`src/rtl/basic_spi_ctrl.sv`:
```
// SPI transfer sequencer: drives SCLK/SS_N and the shift-datapath strobes, one transfer per start.
// Optional SPI_MODE_SEL_EN adds cpol/cpha inputs; without it the block runs fixed mode 0.
module basic_spi_ctrl #(
  parameter int unsigned WIDTH   = 16,
  parameter int unsigned CLK_DIV = 4
) (
  input  logic clk,
  input  logic rst,
  input  logic start,
`ifdef SPI_MODE_SEL_EN
  input  logic cpol,
  input  logic cpha,
`endif
  output logic sclk,
  output logic ss_n,
  output logic i_load,
  output logic i_en,
  output logic miso_le,
  output logic tbuf_mosi_oe,
  output logic done,
  output logic busy
);

  localparam int unsigned DivW = $clog2(CLK_DIV);
  localparam int unsigned BitW = $clog2(WIDTH);
  localparam logic [DivW-1:0] DivLast = DivW'(CLK_DIV - 1);
  localparam logic [BitW-1:0] BitLast = BitW'(WIDTH - 1);

  typedef enum logic [2:0] {StIdle, StLoad, StSetup, StLead, StTrail, StDone} state_e;

  state_e          state_q, state_d;
  logic [DivW-1:0] div_cnt_q, div_cnt_d;
  logic [BitW-1:0] bit_cnt_q, bit_cnt_d;
  logic            cpol_q, cpha_q;
  logic            div_last, div_first;

  logic sclk_d, ss_n_d, i_load_d, i_en_d, miso_le_d, oe_d, done_d, busy_d;

  assign div_last  = (div_cnt_q == DivLast);
  assign div_first = (div_cnt_q == '0);

`ifdef SPI_MODE_SEL_EN
  // Captured on the edge that enters LOAD so the whole transfer, LOAD included, sees one mode.
  always_ff @(posedge clk) begin
    if (rst) begin
      cpol_q <= 1'b0;
      cpha_q <= 1'b0;
    end else if (state_q == StIdle && start) begin
      cpol_q <= cpol;
      cpha_q <= cpha;
    end
  end
`else
  assign cpol_q = 1'b0;
  assign cpha_q = 1'b0;
`endif

  always_ff @(posedge clk) begin
    if (rst) begin
      state_q   <= StIdle;
      div_cnt_q <= '0;
      bit_cnt_q <= '0;
    end else begin
      state_q   <= state_d;
      div_cnt_q <= div_cnt_d;
      bit_cnt_q <= bit_cnt_d;
    end
  end

  always_comb begin
    state_d = state_q;
    unique case (state_q)
      StIdle:  if (start) state_d = StLoad;
      StLoad:  state_d = StSetup;
      StSetup: if (div_last) state_d = StLead;
      StLead:  if (div_last) state_d = StTrail;
      StTrail: if (div_last) state_d = (bit_cnt_q == BitLast) ? StDone : StLead;
      StDone:  state_d = StIdle;
      default: state_d = StIdle;
    endcase
  end

  always_comb begin
    div_cnt_d = div_cnt_q + DivW'(1);
    if (state_q == StIdle || state_d != state_q) div_cnt_d = '0;
    bit_cnt_d = bit_cnt_q;
    if (state_q == StIdle) begin
      bit_cnt_d = '0;
    end else if (state_q == StTrail && div_last) begin
      bit_cnt_d = bit_cnt_q + BitW'(1);
    end
  end

  // Outputs are a registered decode of the current state, so pins trail the state by one cycle.
  always_comb begin
    sclk_d    = cpol_q;
    ss_n_d    = 1'b0;
    i_load_d  = 1'b0;
    i_en_d    = 1'b0;
    miso_le_d = 1'b0;
    oe_d      = 1'b0;
    done_d    = 1'b0;
    busy_d    = 1'b0;
    unique case (state_q)
      StIdle: ss_n_d = 1'b1;
      StLoad: begin
        ss_n_d   = 1'b1;
        i_load_d = 1'b1;
        i_en_d   = 1'b1;
        busy_d   = 1'b1;
      end
      StSetup: begin
        oe_d   = 1'b1;
        busy_d = 1'b1;
      end
      StLead: begin
        sclk_d    = ~cpol_q;
        oe_d      = 1'b1;
        busy_d    = 1'b1;
        miso_le_d = ~cpha_q & div_first;
      end
      StTrail: begin
        oe_d      = 1'b1;
        busy_d    = 1'b1;
        miso_le_d = cpha_q & div_first;
        i_en_d    = cpha_q ? div_last : div_first;
      end
      StDone: begin
        oe_d   = 1'b1;
        busy_d = 1'b1;
        done_d = 1'b1;
      end
      default: ss_n_d = 1'b1;
    endcase
  end

  always_ff @(posedge clk) begin
    if (rst) begin
      sclk         <= 1'b0;
      ss_n         <= 1'b1;
      i_load       <= 1'b0;
      i_en         <= 1'b0;
      miso_le      <= 1'b0;
      tbuf_mosi_oe <= 1'b0;
      done         <= 1'b0;
      busy         <= 1'b0;
    end else begin
      sclk         <= sclk_d;
      ss_n         <= ss_n_d;
      i_load       <= i_load_d;
      i_en         <= i_en_d;
      miso_le      <= miso_le_d;
      tbuf_mosi_oe <= oe_d;
      done         <= done_d;
      busy         <= busy_d;
    end
  end

endmodule

```
`config.mk`:
```
export PLATFORM = sky130hd
export DESIGN_NAME = basic_spi_ctrl
export DESIGN_NICKNAME = d
export VERILOG_FILES = /design/src/rtl/basic_spi_ctrl.sv
export SDC_FILE = /design/constraint.sdc
export NUM_CORES = 1
export LEC_CHECK = 0
export CAP_MARGIN = 25
export CORE_MARGIN = 2
export CORE_UTILIZATION = 50
export CTS_CLUSTER_SIZE = 28
export DETAILED_ROUTE_END_ITERATION = 10
export PLACE_DENSITY = 0.82
export SYNTH_ARGS = -nofsm -noshare
export SYNTH_HDL_FRONTEND = slang
export SYNTH_SLANG_ARGS = --single-unit
```
`constraint.sdc`:
```
create_clock -name clk -period 1.6 [get_ports clk]
set_input_delay 0.48 -clock clk [delete_from_list [all_inputs] [get_ports clk]]
set_output_delay 0.48 -clock clk [all_outputs]
set_load 0.02 [all_outputs]
```
==> results_dict.tcl <==
set metrics [dict create \
    grt_use_total_pct 17.8 \
    dp_cells 99 \
    hold_class "reg -> reg" \
    vias_per_cell 5.43 \
    leakagePower_nw 0.369 \
    rows 13 \
    final_hold_viol_count 0 \
    slew_violations 0 \
    gp_routability_congestion 0.822 \
    ys_top_cells_by_count "dfxtp_1, a21oi_1, inv_1, nor2_1, ha_1" \
    cts.sinks 17 \
    clock_latency_ns 0.28 \
    critPathLaunch "bit_cnt_q[0]$_SDFFE_PP0P_" \
    post_cts.repair.setup_buffers 0 \
    drv_cap 0 \
    cts.htree.levels 1 \
    clk_path_buf_depth 2 \
    io_buffers 10 \
    holdWs_ns 0.517 \
    rsz0062_at_grt "no" \
    fin_area_um2 868 \
    dieWidth_um 42.0 \
    nNetsFinal 96 \
    die_h_um 42.0 \
    p_int_mw 0.569 \
    switchingPower_mw 0.175 \
    ys_seq_area_share_pct 47.2 \
    wl_per_cell_um 12.3 \
    swShare_pct 23.5 \
    postLayoutCoreUtil_pct 65.9 \
    fillers 111 \
    fin_crit_ns 1.47 \
    crit_arrival_ns 1.65 \
    syn_avg_cell_area_um2 9.87 \
    antenna_found_initial 0 \
    status "finished clean" \
    cts_tree "built" \
    synthArstFlopShare_pct 0 \
    dp_hpwl_um 906 \
    cts-root-buf "clkbuf_4" \
    place_area_um2 852 \
    path_class "reg -> reg" \
    worst_setup_path_end_kind "flop" \
    finalNonFillerCells 103 \
    fmax_mhz 682 \
    setup_viol 0 \
    totalPowerFinal_mw 0.743 \
    max_slew_margin_pct 77.4 \
    synth_most_common_cell "dfxtp_1" \
    area_delta_synth_final_pct 20.5 \
    vias 559 \
    setup_tns_ns 0 \
    design.die.area_um2 1760 \
    ys_ff_latch 17 \
    finalWorstSetupSlack_ns 0.135 \
    clkSlewWorstSetupHoldPaths_ns 0.09 \
    core-area_um2 1320 \
    overflow 0 \
    vdd_drop_max_v 0.000539 \
    hold_end "div_cnt_q[0]$_SDFF_PP0_" \
    start_kind "flop" \
    crit_fanout 3 \
    grt_pass1_vias 539 \
    synth_cells 73 \
    ys_dominant_reg_cell "dfxtp_1" \
    numCtsBuffers 3 \
    min-delay-start "div_cnt_q[0]$_SDFF_PP0_" \
    p_comb_share_pct 9.6 \
    synth.distinct_cells 28 \
    synth_area_um2 721 \
    wl_mm 1.26 \
    ys_warn_count 0 \
    period_share_pct 91.6 \
    reg2reg_depth 4 \
    drt.antenna.violating_nets 0 \
    pwr-share-clk_pct 29.9 \
    synth_edf_count 0 \
    synth_area_leaders "dfxtp_1, ha_1, a21oi_1" \
    regToRegSetupSlack_ns 0.13 \
    power.density_nw_per_um2 856 \
    p_seq_share_pct 60.6 \
    post-synth-top-area-cell "dfxtp_1" \
    grt_pass1_wl_mm 2.30 \
    worst_slew_pin_slew_ns 0.339 \
    ios 11 \
    mappedNetlistNets 80 \
    diodes 0 \
    initial_utilization_pct 54.7 \
    min_path_cells 1 \
    timing.rr.end "div_cnt_q[1]$_SDFF_PP0_" \
    clock_skew_ns 0.00436 \
    drt-pass1-iter-count 4 \
    post-route-drc-count 0 \
    preCtsSetupSlack_ns 0.0104 \
    timing.rr.start "bit_cnt_q[0]$_SDFFE_PP0P_" \
    grt_start_max_net_pins 12 \
    yosys.area.top_type_share_pct 47.2 \
    crit_required_ns 1.79 \
    drt-initial-drc-count 14 \
    drive_gt1_share_pct 14.8 \
]
[critical path, cell delays in order, from the launching register on]
cell,delay [ns]
dfxtp_1,0.38
ha_1,0.18
nand3_1,0.11
a211o_1,0.34
a2111oi_2,0.36
[kinds of logic (layout without fill, tap and decap cells)]
family	Yosys count	count (layout)	synth area share (%)
adder cells (fa/ha/maj)	4	4	6.94
XOR/XNOR	2	2	2.43
buffers and inverters	10	25	7.12
AND/OR/NAND/NOR	26	26	21.7
flip-flops	17	17	47.2
AO/OA/AOI/OAI	12	12	11.8
multiplexers	2	2	2.78
[repair_timing]
action	in CTS	in global routing
hold buffers	0	0
pin swaps	0	1
setup endpoints to repair	8	1
cloned	0	0
hold endpoints to repair	0	0
gates resized for setup	8	0
[placed cells by master (no fill, tap or decap)]
cell,n
dfxtp_1,17
dlygate4sd2_1,8
a21oi_1,6
buf_4,6
inv_1,5
nor2_1,5
ha_1,4
nand3_1,3
or3_1,3
nor3_1,3
clkbuf_4,3
nand2b_1,2
a2111oi_2,2
o21ai_0,2
nor2b_1,2
mux2i_1,2
xor2_1,2
clkdlybuf4s50_1,2
nand2b_4,1
a211o_1,1
nand4bb_1,1
or2_2,1
and2_1,1
nand4_1,1
and3_1,1
nand2_1,1
or4b_1,1
a31oi_1,1
clkbuf_1,1
[layout make-up]
class / instances / area (µm²) / share of cell area, %
Tap cell: 15 / 18.8 / 2.16
Inverter: 5 / 18.8 / 2.16
Multi-Input combinational cell: 46 / 329 / 37.9
Sequential cell: 17 / 340 / 39.2
Timing Repair Buffer: 16 / 135 / 15.6
Clock buffer: 4 / 26.3 / 3.03
[routing by layer]
metal  vias to the layer above  global-route usage (%)  share of wire, %  wire (µm)
met2                        19                    28.7                49        617
li1                        278                       -                 -          -
met4                         0                    11.6               2.2         28
met1                       258                    19.9                44        556
met3                         4                    5.65               4.7         59
met5                         -                       0                 0          0
[how the worst max path moves through the flow]
stage                                           end  slack (ns)  cells after the start
after floorplan           bit_cnt_q[3]$_SDFFE_PP0P_        0.17                      5
after global placement        state_q[0]$_SDFF_PP0_        0.03                      3
after detailed placement      state_q[0]$_SDFF_PP0_        0.01                      3
after CTS                   div_cnt_q[1]$_SDFF_PP0_        0.09                      4
after global routing      bit_cnt_q[3]$_SDFFE_PP0P_        0.02                      4
final                       div_cnt_q[1]$_SDFF_PP0_        0.13                      4
[power groups by stage]
stage | clock network [mW] | registers, mW | logic, mW
after CTS | 0.227 | 0.450 | 0.0718
after floorplan | 0 | 0.461 | 0.0481
final | 0.222 | 0.450 | 0.0710
after detailed placement | 0 | 0.461 | 0.0760
after global routing | 0.253 | 0.454 | 0.0776
after global placement | 0 | 0.459 | 0.0742
[flip-flops by register name, indices dropped and copies added (netlist names)]
name	cells
i_en	1
bit_cnt_q	4
i_load	1
state_q	3
ss_n	1
done	1
div_cnt_q	2
miso_le	1
busy	1
sclk	1
tbuf_mosi_oe	1
Note: power is estimated with default switching activity, not from simulation.
